[src/rtl/axi_bridge_pkg.sv]
// Shared AXI definitions for the memory bridge: burst/response encodings,
// width helper and the tracker entry layouts.
package axi_bridge_pkg;

    typedef enum logic [1:0] {
        BURST_FIXED = 2'b00,
        BURST_INCR  = 2'b01,
        BURST_WRAP  = 2'b10,
        BURST_RSVD  = 2'b11
    } burst_e;

    typedef enum logic [1:0] {
        RESP_OKAY   = 2'b00,
        RESP_EXOKAY = 2'b01,
        RESP_SLVERR = 2'b10,
        RESP_DECERR = 2'b11
    } resp_e;

    // Tracker fields are sized for the widest supported configuration.
    localparam int TRK_LANE_W = 8;
    localparam int TRK_ID_W   = 8;

    typedef struct packed {
        logic [TRK_LANE_W-1:0] lane;
        logic [2:0]            size;
        burst_e                burst;
    } wtrk_entry_t;

    typedef struct packed {
        logic [TRK_ID_W-1:0]   id;
        logic [TRK_LANE_W-1:0] lane;
        logic [2:0]            size;
        burst_e                burst;
    } rtrk_entry_t;

    function automatic int clog2(input int value);
        int res;
        res = 0;
        for (int i = 0; i < 31; i++) begin
            if ((32'sd1 << i) < value) begin
                res = i + 1;
            end else begin
                res = res;
            end
        end
        return res;
    endfunction

endpackage

[src/rtl/axi_mem_remap_upsizer_if.sv]
// AXI4 bus bundle used on both sides of the bridge; widths set per instance.
interface axi_mem_remap_upsizer_if #(
    parameter int ADDR_W = 32,
    parameter int DATA_W = 64,
    parameter int ID_W   = 4
);
    logic              aw_valid, aw_ready, aw_lock;
    logic [ID_W-1:0]   aw_id;
    logic [ADDR_W-1:0] aw_addr;
    logic [7:0]        aw_len;
    logic [2:0]        aw_size, aw_prot;
    logic [1:0]        aw_burst;
    logic [3:0]        aw_cache, aw_qos;

    logic                w_valid, w_ready, w_last;
    logic [DATA_W-1:0]   w_data;
    logic [DATA_W/8-1:0] w_strb;

    logic            b_valid, b_ready;
    logic [ID_W-1:0] b_id;
    logic [1:0]      b_resp;

    logic              ar_valid, ar_ready, ar_lock;
    logic [ID_W-1:0]   ar_id;
    logic [ADDR_W-1:0] ar_addr;
    logic [7:0]        ar_len;
    logic [2:0]        ar_size, ar_prot;
    logic [1:0]        ar_burst;
    logic [3:0]        ar_cache, ar_qos;

    logic              r_valid, r_ready, r_last;
    logic [ID_W-1:0]   r_id;
    logic [DATA_W-1:0] r_data;
    logic [1:0]        r_resp;

    modport master (
        output aw_valid, aw_id, aw_addr, aw_len, aw_size, aw_burst, aw_lock, aw_cache, aw_prot, aw_qos,
        input  aw_ready,
        output w_valid, w_data, w_strb, w_last,
        input  w_ready,
        input  b_valid, b_id, b_resp,
        output b_ready,
        output ar_valid, ar_id, ar_addr, ar_len, ar_size, ar_burst, ar_lock, ar_cache, ar_prot, ar_qos,
        input  ar_ready,
        input  r_valid, r_id, r_data, r_resp, r_last,
        output r_ready
    );

    modport slave (
        input  aw_valid, aw_id, aw_addr, aw_len, aw_size, aw_burst, aw_lock, aw_cache, aw_prot, aw_qos,
        output aw_ready,
        input  w_valid, w_data, w_strb, w_last,
        output w_ready,
        output b_valid, b_id, b_resp,
        input  b_ready,
        input  ar_valid, ar_id, ar_addr, ar_len, ar_size, ar_burst, ar_lock, ar_cache, ar_prot, ar_qos,
        output ar_ready,
        output r_valid, r_id, r_data, r_resp, r_last,
        input  r_ready
    );
endinterface

[src/rtl/sync_fifo.sv]
// Synchronous FIFO without bypass: a push into a full FIFO is refused even
// when a pop happens in the same cycle.
module sync_fifo
    import axi_bridge_pkg::*;
#(
    parameter  int WIDTH = 8,
    parameter  int DEPTH = 8,
    localparam int PTR_W = (DEPTH > 1) ? clog2(DEPTH) : 1,
    localparam int CNT_W = PTR_W + 1
) (
    input  logic             clk_i,
    input  logic             rst_ni,
    input  logic             push_i,
    input  logic [WIDTH-1:0] data_i,
    input  logic             pop_i,
    output logic [WIDTH-1:0] data_o,
    output logic             full_o,
    output logic             empty_o,
    output logic [CNT_W-1:0] count_o
);
    logic [WIDTH-1:0] mem_q [DEPTH];
    logic [PTR_W-1:0] wr_ptr_q, rd_ptr_q;
    logic [CNT_W-1:0] count_q;
    logic             push_ok_s, pop_ok_s;

    assign full_o    = (count_q == CNT_W'(DEPTH));
    assign empty_o   = (count_q == {CNT_W{1'b0}});
    assign count_o   = count_q;
    assign data_o    = mem_q[rd_ptr_q];
    assign push_ok_s = push_i & ~full_o;
    assign pop_ok_s  = pop_i & ~empty_o;

    // Storage array; contents need no reset since pointers define validity
    always_ff @(posedge clk_i) begin
        if (push_ok_s) begin
            mem_q[wr_ptr_q] <= data_i;
        end
    end

    // Pointer and occupancy tracking
    always_ff @(posedge clk_i) begin
        if (!rst_ni) begin
            wr_ptr_q <= {PTR_W{1'b0}};
            rd_ptr_q <= {PTR_W{1'b0}};
            count_q  <= {CNT_W{1'b0}};
        end else begin
            if (push_ok_s) wr_ptr_q <= wr_ptr_q + PTR_W'(32'd1);
            if (pop_ok_s)  rd_ptr_q <= rd_ptr_q + PTR_W'(32'd1);
            case ({push_ok_s, pop_ok_s})
                2'b10:   count_q <= count_q + CNT_W'(32'd1);
                2'b01:   count_q <= count_q - CNT_W'(32'd1);
                default: count_q <= count_q;
            endcase
        end
    end
endmodule

[src/rtl/axi_mem_remap_upsizer.sv]
// Narrow-to-wide AXI4 memory bridge: address-window remap, byte-lane steering
// of narrow beats on the wide bus, and in-order ID restoration via trackers.
module axi_mem_remap_upsizer
    import axi_bridge_pkg::*;
#(
    parameter int                    NARROW_DATA_W   = 64,
    parameter int                    WIDE_DATA_W     = 128,
    parameter int                    ID_W            = 4,
    parameter int                    OUT_ID_W        = 6,
    parameter int                    IN_ADDR_W       = 32,
    parameter int                    OUT_ADDR_W      = 49,
    parameter int                    WINDOW_BITS     = 28,
    parameter logic [OUT_ADDR_W-1:0] REMAP_BASE      = 49'h1000_0000,
    parameter int                    MAX_OUTSTANDING = 8
) (
    input  logic                    clock,
    input  logic                    reset,
    axi_mem_remap_upsizer_if.slave  s,
    axi_mem_remap_upsizer_if.master m,
    output logic                    err_proto
);
    localparam int LANES  = WIDE_DATA_W / NARROW_DATA_W;
    localparam int NB_W   = clog2(NARROW_DATA_W / 8);
    localparam int NDB_W  = clog2(NARROW_DATA_W);
    localparam int OFF_W  = clog2(WIDE_DATA_W / 8);
    localparam int LANE_W = (LANES > 1) ? clog2(LANES) : 1;
    localparam int WSTRB  = WIDE_DATA_W / 8;
    localparam int CNT_W  = clog2(MAX_OUTSTANDING) + 1;

    logic              run_s, aw_hs_s, w_hs_s, b_hs_s, ar_hs_s, r_hs_s;
    logic              wl_full_s, wl_empty_s, bid_full_s, bid_empty_s, rd_full_s, rd_empty_s;
    wtrk_entry_t       wl_push_s, wl_head_s;
    rtrk_entry_t       rd_push_s, rd_head_s;
    logic [ID_W-1:0]   bid_head_s;
    logic [OFF_W-1:0]  w_adv_q, w_adv_d, r_adv_q, r_adv_d;
    logic [OFF_W-1:0]  w_off_s, r_off_s, w_step_s, r_step_s;
    logic [LANE_W-1:0] w_lane_s, r_lane_s;
    logic              err_q, err_d;
    logic [CNT_W-1:0]  unused_wl_cnt_s, unused_bid_cnt_s, unused_rd_cnt_s;
    logic              unused_s;

    // While reset is held every valid and ready is forced low
    assign run_s = reset;

    assign m.aw_addr  = {REMAP_BASE[OUT_ADDR_W-1:WINDOW_BITS], s.aw_addr[WINDOW_BITS-1:0]};
    assign m.aw_id    = {OUT_ID_W{1'b0}};
    assign m.aw_len   = s.aw_len;
    assign m.aw_size  = s.aw_size;
    assign m.aw_burst = s.aw_burst;
    assign m.aw_lock  = s.aw_lock;
    assign m.aw_cache = s.aw_cache;
    assign m.aw_prot  = s.aw_prot;
    assign m.aw_qos   = s.aw_qos;
    assign m.aw_valid = run_s & s.aw_valid & ~wl_full_s & ~bid_full_s;
    assign s.aw_ready = run_s & m.aw_ready & ~wl_full_s & ~bid_full_s;
    assign aw_hs_s    = s.aw_valid & s.aw_ready;
    assign wl_push_s  = '{lane: TRK_LANE_W'(s.aw_addr[OFF_W-1:0] >> NB_W),
                          size: s.aw_size, burst: burst_e'(s.aw_burst)};

    assign m.ar_addr  = {REMAP_BASE[OUT_ADDR_W-1:WINDOW_BITS], s.ar_addr[WINDOW_BITS-1:0]};
    assign m.ar_id    = {OUT_ID_W{1'b0}};
    assign m.ar_len   = s.ar_len;
    assign m.ar_size  = s.ar_size;
    assign m.ar_burst = s.ar_burst;
    assign m.ar_lock  = s.ar_lock;
    assign m.ar_cache = s.ar_cache;
    assign m.ar_prot  = s.ar_prot;
    assign m.ar_qos   = s.ar_qos;
    assign m.ar_valid = run_s & s.ar_valid & ~rd_full_s;
    assign s.ar_ready = run_s & m.ar_ready & ~rd_full_s;
    assign ar_hs_s    = s.ar_valid & s.ar_ready;
    assign rd_push_s  = '{id: TRK_ID_W'(s.ar_id), lane: TRK_LANE_W'(s.ar_addr[OFF_W-1:0] >> NB_W),
                          size: s.ar_size, burst: burst_e'(s.ar_burst)};

    // Lane = (start lane byte offset + bytes advanced so far) mod wide width; FIXED never advances
    assign w_step_s = (wl_head_s.burst == BURST_FIXED) ? {OFF_W{1'b0}} : (OFF_W'(32'd1) << wl_head_s.size);
    assign w_off_s  = (OFF_W'(wl_head_s.lane[LANE_W-1:0]) << NB_W) + w_adv_q;
    assign w_lane_s = LANE_W'(w_off_s >> NB_W);
    assign r_step_s = (rd_head_s.burst == BURST_FIXED) ? {OFF_W{1'b0}} : (OFF_W'(32'd1) << rd_head_s.size);
    assign r_off_s  = (OFF_W'(rd_head_s.lane[LANE_W-1:0]) << NB_W) + r_adv_q;
    assign r_lane_s = LANE_W'(r_off_s >> NB_W);

    assign m.w_valid = run_s & s.w_valid & ~wl_empty_s;
    assign s.w_ready = run_s & m.w_ready & ~wl_empty_s;
    assign m.w_data  = {LANES{s.w_data}};
    assign m.w_strb  = WSTRB'(s.w_strb) << {w_lane_s, {NB_W{1'b0}}};
    assign m.w_last  = s.w_last;
    assign w_hs_s    = s.w_valid & s.w_ready;

    // Responses with no matching tracker entry are swallowed and flagged
    assign s.b_valid = run_s & m.b_valid & ~bid_empty_s;
    assign m.b_ready = run_s & (bid_empty_s | s.b_ready);
    assign s.b_id    = bid_head_s;
    assign s.b_resp  = m.b_resp;
    assign b_hs_s    = s.b_valid & s.b_ready;

    assign s.r_valid = run_s & m.r_valid & ~rd_empty_s;
    assign m.r_ready = run_s & (rd_empty_s | s.r_ready);
    assign s.r_id    = rd_head_s.id[ID_W-1:0];
    assign s.r_data  = NARROW_DATA_W'(m.r_data >> {r_lane_s, {NDB_W{1'b0}}});
    assign s.r_resp  = m.r_resp;
    assign s.r_last  = m.r_last;
    assign r_hs_s    = s.r_valid & s.r_ready;

    assign err_proto = err_q;
    assign unused_s  = ^{wl_head_s.lane, rd_head_s.id, rd_head_s.lane, m.b_id, m.r_id,
                         s.aw_addr[IN_ADDR_W-1:0], s.ar_addr[IN_ADDR_W-1:0]};

    // Next-state for per-burst byte advance and the sticky protocol error
    always_comb begin
        w_adv_d = w_adv_q;
        r_adv_d = r_adv_q;
        err_d   = err_q;
        if (w_hs_s) begin
            w_adv_d = s.w_last ? {OFF_W{1'b0}} : (w_adv_q + w_step_s);
        end else begin
            w_adv_d = w_adv_q;
        end
        if (r_hs_s) begin
            r_adv_d = s.r_last ? {OFF_W{1'b0}} : (r_adv_q + r_step_s);
        end else begin
            r_adv_d = r_adv_q;
        end
        if (run_s && ((m.b_valid && bid_empty_s) || (m.r_valid && rd_empty_s))) begin
            err_d = 1'b1;
        end else begin
            err_d = err_q;
        end
    end

    // State registers
    always_ff @(posedge clock) begin
        if (!reset) begin
            w_adv_q <= {OFF_W{1'b0}};
            r_adv_q <= {OFF_W{1'b0}};
            err_q   <= 1'b0;
        end else begin
            w_adv_q <= w_adv_d;
            r_adv_q <= r_adv_d;
            err_q   <= err_d;
        end
    end

    sync_fifo #(.WIDTH($bits(wtrk_entry_t)), .DEPTH(MAX_OUTSTANDING)) u_wlane_fifo (
        .clk_i(clock), .rst_ni(reset), .push_i(aw_hs_s), .data_i(wl_push_s),
        .pop_i(w_hs_s & s.w_last), .data_o(wl_head_s), .full_o(wl_full_s),
        .empty_o(wl_empty_s), .count_o(unused_wl_cnt_s)
    );

    sync_fifo #(.WIDTH(ID_W), .DEPTH(MAX_OUTSTANDING)) u_bid_fifo (
        .clk_i(clock), .rst_ni(reset), .push_i(aw_hs_s), .data_i(s.aw_id),
        .pop_i(b_hs_s), .data_o(bid_head_s), .full_o(bid_full_s),
        .empty_o(bid_empty_s), .count_o(unused_bid_cnt_s)
    );

    sync_fifo #(.WIDTH($bits(rtrk_entry_t)), .DEPTH(MAX_OUTSTANDING)) u_rd_fifo (
        .clk_i(clock), .rst_ni(reset), .push_i(ar_hs_s), .data_i(rd_push_s),
        .pop_i(r_hs_s & s.r_last), .data_o(rd_head_s), .full_o(rd_full_s),
        .empty_o(rd_empty_s), .count_o(unused_rd_cnt_s)
    );
endmodule

[src/flat_wrapper.sv]
// flat-port wrapper written by rule: the top's interface ports become plain ports
module axi_mem_remap_upsizer_flat import axi_bridge_pkg::*;
#(
    parameter int                    NARROW_DATA_W   = 64,
    parameter int                    WIDE_DATA_W     = 128,
    parameter int                    ID_W            = 4,
    parameter int                    OUT_ID_W        = 6,
    parameter int                    IN_ADDR_W       = 32,
    parameter int                    OUT_ADDR_W      = 49,
    parameter int                    WINDOW_BITS     = 28,
    parameter logic [OUT_ADDR_W-1:0] REMAP_BASE      = 49'h1000_0000,
    parameter int                    MAX_OUTSTANDING = 8
)
  (clock, reset, err_proto, s_aw_valid, s_aw_id, s_aw_addr, s_aw_len, s_aw_size, s_aw_burst, s_aw_lock, s_aw_cache, s_aw_prot, s_aw_qos, s_aw_ready, s_w_valid, s_w_data, s_w_strb, s_w_last, s_w_ready, s_b_valid, s_b_id, s_b_resp, s_b_ready, s_ar_valid, s_ar_id, s_ar_addr, s_ar_len, s_ar_size, s_ar_burst, s_ar_lock, s_ar_cache, s_ar_prot, s_ar_qos, s_ar_ready, s_r_valid, s_r_id, s_r_data, s_r_resp, s_r_last, s_r_ready, m_aw_valid, m_aw_id, m_aw_addr, m_aw_len, m_aw_size, m_aw_burst, m_aw_lock, m_aw_cache, m_aw_prot, m_aw_qos, m_aw_ready, m_w_valid, m_w_data, m_w_strb, m_w_last, m_w_ready, m_b_valid, m_b_id, m_b_resp, m_b_ready, m_ar_valid, m_ar_id, m_ar_addr, m_ar_len, m_ar_size, m_ar_burst, m_ar_lock, m_ar_cache, m_ar_prot, m_ar_qos, m_ar_ready, m_r_valid, m_r_id, m_r_data, m_r_resp, m_r_last, m_r_ready);
  axi_mem_remap_upsizer_if #(.ADDR_W(32), .DATA_W(64), .ID_W(ID_W)) s_i ();
  axi_mem_remap_upsizer_if #(.ADDR_W(49), .DATA_W(128), .ID_W(ID_W)) m_i ();
  input  logic clock;
  input  logic reset;
  output logic err_proto;
  input wire logic [$bits(s_i.aw_valid)-1:0] s_aw_valid;
  input wire logic [$bits(s_i.aw_id)-1:0] s_aw_id;
  input wire logic [$bits(s_i.aw_addr)-1:0] s_aw_addr;
  input wire logic [$bits(s_i.aw_len)-1:0] s_aw_len;
  input wire logic [$bits(s_i.aw_size)-1:0] s_aw_size;
  input wire logic [$bits(s_i.aw_burst)-1:0] s_aw_burst;
  input wire logic [$bits(s_i.aw_lock)-1:0] s_aw_lock;
  input wire logic [$bits(s_i.aw_cache)-1:0] s_aw_cache;
  input wire logic [$bits(s_i.aw_prot)-1:0] s_aw_prot;
  input wire logic [$bits(s_i.aw_qos)-1:0] s_aw_qos;
  output wire logic [$bits(s_i.aw_ready)-1:0] s_aw_ready;
  input wire logic [$bits(s_i.w_valid)-1:0] s_w_valid;
  input wire logic [$bits(s_i.w_data)-1:0] s_w_data;
  input wire logic [$bits(s_i.w_strb)-1:0] s_w_strb;
  input wire logic [$bits(s_i.w_last)-1:0] s_w_last;
  output wire logic [$bits(s_i.w_ready)-1:0] s_w_ready;
  output wire logic [$bits(s_i.b_valid)-1:0] s_b_valid;
  output wire logic [$bits(s_i.b_id)-1:0] s_b_id;
  output wire logic [$bits(s_i.b_resp)-1:0] s_b_resp;
  input wire logic [$bits(s_i.b_ready)-1:0] s_b_ready;
  input wire logic [$bits(s_i.ar_valid)-1:0] s_ar_valid;
  input wire logic [$bits(s_i.ar_id)-1:0] s_ar_id;
  input wire logic [$bits(s_i.ar_addr)-1:0] s_ar_addr;
  input wire logic [$bits(s_i.ar_len)-1:0] s_ar_len;
  input wire logic [$bits(s_i.ar_size)-1:0] s_ar_size;
  input wire logic [$bits(s_i.ar_burst)-1:0] s_ar_burst;
  input wire logic [$bits(s_i.ar_lock)-1:0] s_ar_lock;
  input wire logic [$bits(s_i.ar_cache)-1:0] s_ar_cache;
  input wire logic [$bits(s_i.ar_prot)-1:0] s_ar_prot;
  input wire logic [$bits(s_i.ar_qos)-1:0] s_ar_qos;
  output wire logic [$bits(s_i.ar_ready)-1:0] s_ar_ready;
  output wire logic [$bits(s_i.r_valid)-1:0] s_r_valid;
  output wire logic [$bits(s_i.r_id)-1:0] s_r_id;
  output wire logic [$bits(s_i.r_data)-1:0] s_r_data;
  output wire logic [$bits(s_i.r_resp)-1:0] s_r_resp;
  output wire logic [$bits(s_i.r_last)-1:0] s_r_last;
  input wire logic [$bits(s_i.r_ready)-1:0] s_r_ready;
  output wire logic [$bits(m_i.aw_valid)-1:0] m_aw_valid;
  output wire logic [$bits(m_i.aw_id)-1:0] m_aw_id;
  output wire logic [$bits(m_i.aw_addr)-1:0] m_aw_addr;
  output wire logic [$bits(m_i.aw_len)-1:0] m_aw_len;
  output wire logic [$bits(m_i.aw_size)-1:0] m_aw_size;
  output wire logic [$bits(m_i.aw_burst)-1:0] m_aw_burst;
  output wire logic [$bits(m_i.aw_lock)-1:0] m_aw_lock;
  output wire logic [$bits(m_i.aw_cache)-1:0] m_aw_cache;
  output wire logic [$bits(m_i.aw_prot)-1:0] m_aw_prot;
  output wire logic [$bits(m_i.aw_qos)-1:0] m_aw_qos;
  input wire logic [$bits(m_i.aw_ready)-1:0] m_aw_ready;
  output wire logic [$bits(m_i.w_valid)-1:0] m_w_valid;
  output wire logic [$bits(m_i.w_data)-1:0] m_w_data;
  output wire logic [$bits(m_i.w_strb)-1:0] m_w_strb;
  output wire logic [$bits(m_i.w_last)-1:0] m_w_last;
  input wire logic [$bits(m_i.w_ready)-1:0] m_w_ready;
  input wire logic [$bits(m_i.b_valid)-1:0] m_b_valid;
  input wire logic [$bits(m_i.b_id)-1:0] m_b_id;
  input wire logic [$bits(m_i.b_resp)-1:0] m_b_resp;
  output wire logic [$bits(m_i.b_ready)-1:0] m_b_ready;
  output wire logic [$bits(m_i.ar_valid)-1:0] m_ar_valid;
  output wire logic [$bits(m_i.ar_id)-1:0] m_ar_id;
  output wire logic [$bits(m_i.ar_addr)-1:0] m_ar_addr;
  output wire logic [$bits(m_i.ar_len)-1:0] m_ar_len;
  output wire logic [$bits(m_i.ar_size)-1:0] m_ar_size;
  output wire logic [$bits(m_i.ar_burst)-1:0] m_ar_burst;
  output wire logic [$bits(m_i.ar_lock)-1:0] m_ar_lock;
  output wire logic [$bits(m_i.ar_cache)-1:0] m_ar_cache;
  output wire logic [$bits(m_i.ar_prot)-1:0] m_ar_prot;
  output wire logic [$bits(m_i.ar_qos)-1:0] m_ar_qos;
  input wire logic [$bits(m_i.ar_ready)-1:0] m_ar_ready;
  input wire logic [$bits(m_i.r_valid)-1:0] m_r_valid;
  input wire logic [$bits(m_i.r_id)-1:0] m_r_id;
  input wire logic [$bits(m_i.r_data)-1:0] m_r_data;
  input wire logic [$bits(m_i.r_resp)-1:0] m_r_resp;
  input wire logic [$bits(m_i.r_last)-1:0] m_r_last;
  output wire logic [$bits(m_i.r_ready)-1:0] m_r_ready;
  assign s_i.aw_valid = s_aw_valid;
  assign s_i.aw_id = s_aw_id;
  assign s_i.aw_addr = s_aw_addr;
  assign s_i.aw_len = s_aw_len;
  assign s_i.aw_size = s_aw_size;
  assign s_i.aw_burst = s_aw_burst;
  assign s_i.aw_lock = s_aw_lock;
  assign s_i.aw_cache = s_aw_cache;
  assign s_i.aw_prot = s_aw_prot;
  assign s_i.aw_qos = s_aw_qos;
  assign s_aw_ready = s_i.aw_ready;
  assign s_i.w_valid = s_w_valid;
  assign s_i.w_data = s_w_data;
  assign s_i.w_strb = s_w_strb;
  assign s_i.w_last = s_w_last;
  assign s_w_ready = s_i.w_ready;
  assign s_b_valid = s_i.b_valid;
  assign s_b_id = s_i.b_id;
  assign s_b_resp = s_i.b_resp;
  assign s_i.b_ready = s_b_ready;
  assign s_i.ar_valid = s_ar_valid;
  assign s_i.ar_id = s_ar_id;
  assign s_i.ar_addr = s_ar_addr;
  assign s_i.ar_len = s_ar_len;
  assign s_i.ar_size = s_ar_size;
  assign s_i.ar_burst = s_ar_burst;
  assign s_i.ar_lock = s_ar_lock;
  assign s_i.ar_cache = s_ar_cache;
  assign s_i.ar_prot = s_ar_prot;
  assign s_i.ar_qos = s_ar_qos;
  assign s_ar_ready = s_i.ar_ready;
  assign s_r_valid = s_i.r_valid;
  assign s_r_id = s_i.r_id;
  assign s_r_data = s_i.r_data;
  assign s_r_resp = s_i.r_resp;
  assign s_r_last = s_i.r_last;
  assign s_i.r_ready = s_r_ready;
  assign m_aw_valid = m_i.aw_valid;
  assign m_aw_id = m_i.aw_id;
  assign m_aw_addr = m_i.aw_addr;
  assign m_aw_len = m_i.aw_len;
  assign m_aw_size = m_i.aw_size;
  assign m_aw_burst = m_i.aw_burst;
  assign m_aw_lock = m_i.aw_lock;
  assign m_aw_cache = m_i.aw_cache;
  assign m_aw_prot = m_i.aw_prot;
  assign m_aw_qos = m_i.aw_qos;
  assign m_i.aw_ready = m_aw_ready;
  assign m_w_valid = m_i.w_valid;
  assign m_w_data = m_i.w_data;
  assign m_w_strb = m_i.w_strb;
  assign m_w_last = m_i.w_last;
  assign m_i.w_ready = m_w_ready;
  assign m_i.b_valid = m_b_valid;
  assign m_i.b_id = m_b_id;
  assign m_i.b_resp = m_b_resp;
  assign m_b_ready = m_i.b_ready;
  assign m_ar_valid = m_i.ar_valid;
  assign m_ar_id = m_i.ar_id;
  assign m_ar_addr = m_i.ar_addr;
  assign m_ar_len = m_i.ar_len;
  assign m_ar_size = m_i.ar_size;
  assign m_ar_burst = m_i.ar_burst;
  assign m_ar_lock = m_i.ar_lock;
  assign m_ar_cache = m_i.ar_cache;
  assign m_ar_prot = m_i.ar_prot;
  assign m_ar_qos = m_i.ar_qos;
  assign m_i.ar_ready = m_ar_ready;
  assign m_i.r_valid = m_r_valid;
  assign m_i.r_id = m_r_id;
  assign m_i.r_data = m_r_data;
  assign m_i.r_resp = m_r_resp;
  assign m_i.r_last = m_r_last;
  assign m_r_ready = m_i.r_ready;
  axi_mem_remap_upsizer #(.NARROW_DATA_W(NARROW_DATA_W), .WIDE_DATA_W(WIDE_DATA_W), .ID_W(ID_W), .OUT_ID_W(OUT_ID_W), .IN_ADDR_W(IN_ADDR_W), .OUT_ADDR_W(OUT_ADDR_W), .WINDOW_BITS(WINDOW_BITS), .REMAP_BASE(REMAP_BASE), .MAX_OUTSTANDING(MAX_OUTSTANDING)) u_core (.clock(clock), .reset(reset), .s(s_i), .m(m_i), .err_proto(err_proto));
endmodule
[config.mk]
export PLATFORM = sky130hd
export DESIGN_NAME = axi_mem_remap_upsizer_flat
export DESIGN_NICKNAME = d
export VERILOG_FILES = /design/src/rtl/axi_bridge_pkg.sv /design/src/rtl/axi_mem_remap_upsizer_if.sv /design/src/rtl/sync_fifo.sv /design/src/rtl/axi_mem_remap_upsizer.sv /design/src/flat_wrapper.sv
export SDC_FILE = /design/constraint.sdc
export NUM_CORES = 1
export LEC_CHECK = 0
export BUFFER_PORTS_ARGS = -buffer_cell sky130_fd_sc_hd__buf_2
export CAP_MARGIN = 15
export CORE_AREA = 5 5 283 285
export CTS_BUF_LIST = sky130_fd_sc_hd__clkbuf_8 sky130_fd_sc_hd__clkbuf_16
export CTS_CLUSTER_DIAMETER = 120
export CTS_CLUSTER_SIZE = 24
export DETAILED_ROUTE_END_ITERATION = 12
export DIE_AREA = 0 0 288 290
export GPL_TIMING_DRIVEN = 1
export SETUP_SLACK_MARGIN = 0.05
export SLEW_MARGIN = 20
export SYNTH_ARGS = -nofsm -noshare
export SYNTH_HDL_FRONTEND = slang
export SYNTH_SLANG_ARGS = --single-unit
[constraint.sdc]
create_clock -name clock -period 2.6 [get_ports clock]
set_input_delay 0.26 -clock clock [delete_from_list [all_inputs] [get_ports clock]]
set_output_delay 0.26 -clock clock [all_outputs]
set_load 0.01 [all_outputs]
* Word level (Yosys, flattened, before mapping)
Memory sizes are Yosys's and may differ from the RTL's. A register that Yosys moved wholly into a read port is not among the register bits.
Cells that the tools add are included.
W data, S select, Z words.
** Operators by class
- $add $sub $neg :: 16
- Multipliers :: 0
- Div/mod/pow operators :: 0
- $lt $le $gt $ge :: 0
- Equality and inequality tests :: 9
- Shifts and indexed selects :: 4
- Multiplexer cells :: 19
- Bitwise operators :: 41
- Reduce and logical (&&, ||, !) cells :: 12
** Operator list (count)
- $shr A128 B7 Y64 :: 1
- $and A1 B1 Y1 :: 33
- $pmux W4 S2 :: 3
- $add A3 B1 Y3 const B :: 6
- $mux W3 :: 6
- $add A4 B4 Y4 :: 4
- $mux W4 :: 4
- $shl A8 B4 Y16 :: 1
- $add A4 B1 Y4 const B :: 3
- $eq A4 B4 Y1 const B :: 3
- $logic_not A4 Y1 :: 3
- $sub A4 B1 Y4 const B :: 3
- $shl A1 B3 Y4 const A :: 2
- $eq A2 B1 Y1 const B :: 3
- $eq A2 B2 Y1 const B :: 3
- $mux W1 :: 6
- $not A1 Y1 :: 6
- $reduce_bool A2 Y1 :: 3
- $logic_not A2 Y1 :: 2
- $logic_and A1 B1 Y1 :: 3
- $or A1 B1 Y1 :: 2
- $logic_or A1 B1 Y1 :: 1
** Storage, ports and cells
- Register bits :: 39
- Latch bits :: 0
- RAM bits :: 160
- ROM bits :: 0
- Bits of input ports :: 348
- Output and inout port bits :: 389
- Logic and storage cells :: 116
- Memories :: 3
** Memories
- u_core.u_rd_fifo.mem_q :: depth 8, width 10, read ports 1, clocked after Yosys merged registers in 1, write ports 1, RTL line sync_fifo.sv:21 : logic [WIDTH-1:0] mem_q [DEPTH];
- u_core.u_wlane_fifo.mem_q :: depth 8, width 6, read ports 1, clocked after Yosys merged registers in 1, write ports 1, RTL line sync_fifo.sv:21
- u_core.u_bid_fifo.mem_q :: depth 8, width 4, read ports 1, clocked after Yosys merged registers in 1, write ports 1, RTL line sync_fifo.sv:21

* Depth between registers and ports, before layout
- Word-level depth :: 8
- Mapped depth :: 14
- Depth with buffers taken out :: 13

* By module
Synthesis repeated with hierarchy kept, for this count alone.
** Second synthesis, totals
- Cells, all modules :: 1127
- Area total of the unflattened synthesis :: 17550.6 µm²
** By module, submodules not included
- sync_fifo at u_core.u_rd_fifo :: instances 1, cells each 317, area each 6982.9 µm², sequential area each 5305.1 µm²
- sync_fifo at u_core.u_wlane_fifo :: instances 1, cells each 224, area each 4595.7 µm², sequential area each 3383.2 µm²
- axi_mem_remap_upsizer :: instances 1, cells each 466, area each 4083.9 µm², sequential area each 180.2 µm²
- sync_fifo at u_core.u_bid_fifo :: instances 1, cells each 120, area each 1888.1 µm², sequential area each 1221.2 µm²

* Worst setup path after synthesis
No wires, ideal clock.
- Path type :: flip-flop to flip-flop
- From :: register with a tool-made name
- To :: register u_core.r_adv_q[3]
- Library setup time :: 0.079 ns
- Arrival :: 2.745 ns
- Data required time :: 2.521 ns
- Slack :: -0.224 ns
- Stages on the path, launching flop included :: 14
- Buffers on the path :: 2
- Period minus slack after synthesis :: 2.824 ns
- Cells stage by stage :: dfxtp_1 buf_4 buf_2 mux4_2 nand2_1 nand2_1 inv_1 and3_1 ha_1 a21o_1 a21oi_1 xor2_1 a311o_1 o211ai_1
** RTL lines
- to (signal assigned) :: RTL line axi_mem_remap_upsizer.sv:135 : r_adv_q <= {OFF_W{1'b0}};
- to (signal assigned) :: RTL line axi_mem_remap_upsizer.sv:139 : r_adv_q <= r_adv_d;
- to (decl) :: RTL line axi_mem_remap_upsizer.sv:35 : logic [OFF_W-1:0] w_adv_q, w_adv_d, r_adv_q, r_adv_d;

==> results.md <==
* Latest clock arrival within the worst-skew pair at 0.50 ns
* Hold path start: s_aw_id[3]
* Placement Cell Area at 13100 µm²
* Critical path data required time at 2.34 ns
* Mapped Area at 11700 µm²
* Wirelength per Cell at 32.1 µm
* Worst Path Arrival at 2.76 ns
* Register area share after synthesis at 49.3%
* Max VDD drop at 0.451 mV
* P&R area growth vs syn at 27.0%
* Post-synth cell types at 51
* DR iter-0 viols at 424
* Post-synth top flop: edfxtp_1
* Yosys reg bits at 208
* Lkg Pwr at 5.74 nW
* Gr usage total at 15.4%
* CTS tree: done
* Max_slew headroom at 35.1%
* Detailed placement HPWL at 57600 µm
* Share of post-route cells with drive strength above 1 at 53.7%
* Grt ovf at 0
* Hold EP: u_core.u_bid_fifo.mem_q[3][3]
* Pwr Total at 0.00671 W
* RSZ-0062 raised after global routing: yes
* I/O pin count at 737
* Async SR Flop Fraction at 0%
* Pin count of the biggest net entering global routing at 26
* Routed vias at 7655
* Power per cell area at 451 nW/µm²
* Final setup viols at 83
* R2r setup slk at -0.28 ns
* Setup Skew at 0.0357 ns
* Final instance area at 14900 µm²
* Vias in the first global route at 7947
* Post-synth top area cell: edfxtp_1
* Fill count at 8383
* Die outline width at 288 µm
* Routed WL at 68100 µm
* Number of synthesized flops with an enable pin at 160
* Minimum clock period at 3.02 ns
* Die Area at 83500 µm²
* Starting Density at 15.2%
* Share of the synthesized area in the top cell type at 41.0%
* Critical path capture point type: output port
* Status: finished with violations
* Clk root buf: clkbuf_16
* Critical path class: reg2out
* Yosys warns at 0
* Placer Congestion at 0.817
* Final hold violation count at 0
* Cts bufs inserted at 12
* Worst-case reg-to-reg path depth at 12
* Reg-to-reg endpoint: u_core.r_adv_q[3]
* Mapped Cells at 945
* Final #Nets at 1443
* Min-Delay Path Depth at 1
* Number of hold buffers added after cts at 0
* TritonCTS Sinks at 208
* Failing checks: negative setup slack
* Area of the multi-input gates at 4410 µm²
* Storage element area at 5800 µm²
* Top cells by area, synth: edfxtp_1 41%, buf_4 19%, dfxtp_1 8.2%
* Setup WS post-layout at -0.417 ns
* Slew @ Worst Pin at 0.966 ns
* Post-Syn Area per Cell at 12.4 µm²
* FP Rows at 102
* Crit share post-route at 116%
* Residual DRC at 0
* PortBufs at 282
* Final ANT Viol Nets at 0
* CTS clk-pin slew, worst paths at 0.12 ns
* # Max-Cap Violations at 0
* Critical path fanouts, max at 5
* Average vias per placed instance at 3.61
* H-tree depth at 1
* Antenna violations before repair at 10
* Core area at 77100 µm²
* Max Root-Sink Buffers at 3
* First-pass GRT wire length at 84400 µm
* Drt pass-1 iters at 4
* Fin Hold WS at 0.0412 ns
* HP Class: in2reg
* Die Ht at 290 µm
* Max Slew Vio Count at 0
* Worst Setup Start Kind: flip-flop
* Peak Freq at 0.331 GHz
-- worst max-delay path, cell delays in order, from the launching register on --
cell and delay, ns:
dfxtp_4 0.38, mux4_2 0.49, mux2i_1 0.15, buf_4 0.16, xnor2_4 0.17, buf_12 0.18
buf_12 0.14, buf_8 0.11, mux2_4 0.31, buf_8 0.15
-- cell families (layout without fill, tap and decap cells) --
| logic type | after synthesis | count (layout) | synth area share, % |
|---|---|---|---|
| AO/OA/AOI/OAI | 56 | 56 | 3.21 |
| XOR/XNOR | 30 | 30 | 2.31 |
| adder cells (fa/ha/maj) | 23 | 23 | 2.59 |
| buffers and inverters | 327 | 412 | 19.9 |
| flip-flops | 208 | 208 | 49.3 |
| multiplexers | 115 | 115 | 14.0 |
| other | 2 | 52 | 0.0642 |
| AND/OR/NAND/NOR | 184 | 184 | 8.61 |
-- layer usage --
metal	part of all wire (%)	vias up	wire [µm]	track usage [%]
met5	0.58	-	396	2.97
met4	2.0	14	1390	2.72
li1	-	3260	-	-
met3	21	69	14100	14.2
met1	38	3730	26200	17.9
met2	38	582	25900	20.5
-- worst max-delay path by stage --
| stage | start | to | slack (ns) | cells after the start |
|---|---|---|---|---|
| CTS | flip-flop | s_r_data[11] | -0.52 | 10 |
| finish | flip-flop | s_r_data[42] | -0.42 | 9 |
| global route | flip-flop | s_r_data[32] | -0.59 | 9 |
| floorplan | flip-flop | u_core.r_adv_q[3] | 0.02 | 13 |
| detailed placement | flip-flop | u_core.w_adv_q[3] | -0.28 | 11 |
| global placement | flip-flop | u_core.w_adv_q[3] | -0.32 | 11 |
-- placed cells by master (no fill, tap or decap), types with 16 or more instances in the layout --
master	count
edfxtp_1	160
nand2_1	36
and2_4	16
buf_2	202
conb_1	50
buf_6	89
nor2_1	22
mux4_2	32
mux2_4	64
dfxtp_1	35
buf_4	71
nor2b_1	16
and2_1	24
-- final cells by class --
cell class / count / area share [%]
antenna: 2 / 0.0337
clock buffer: 13 / 2.19
clock inverter: 7 / 0.210
inverter: 8 / 0.236
multi-input combinational: 458 / 29.7
sequential: 208 / 39.0
tap: 1040 / 8.75
timing repair buffer: 384 / 19.9
-- where the power goes --
part,leakage (nW),internal [W],switching [W],total (W)
registers,1.84,0.00359,0.0000252,0.00361
logic,3.70,0.000517,0.000573,0.00109
clock network,0.197,0.000917,0.00109,0.00201
-- state kept, by name, summed over array words and instances (netlist names), 4 cells and up, named ones only --
name,flops
u_core.u_rd_fifo.mem_q,80
u_core.u_bid_fifo.count_o,4
u_core.u_rd_fifo.count_o,4
u_core.u_wlane_fifo.mem_q,48
u_core.r_adv_q,4
u_core.u_wlane_fifo.count_o,4
u_core.u_bid_fifo.mem_q,32
u_core.w_adv_q,4
-- repair_timing --
| action | in CTS | in global routing |
|---|---|---|
| buffers inserted | 20 | 4 |
| resized for setup | 268 | 87 |
| cloned | 4 | 1 |
| pin swaps | 13 | 30 |
| setup endpoints to repair | 104 | 109 |
-- synthesized netlist by cell type (all sizes together) (9+ instances only) --
master / number
nor2b: 16
ha: 21
nand2: 36
buf: 301
mux2: 72
nor2: 28
a21oi: 15
mux4: 32
edfxtp: 160
and2: 40
xor2: 13
mux2i: 11
xnor2: 17
clkbuf: 18
dfxtp: 48
nor3: 14
nor3b: 9
-- per-stage QoR --
stage	utilization (%)	worst slack, ns	cells	setup TNS, ns
6_report	19.3	-0.417	2120	-22.81
5_1_grt	19.3	-0.589	2119	-36.31
4_1_cts	18.9	-0.520	2119	-29.19
3_5_place_dp	17.0	-0.276	2081	-8.24
3_3_place_gp	17.0	-0.316	2081	-8.24
2_1_floorplan	-	0.0222	993	0
(Power assumes the default switching activity.)
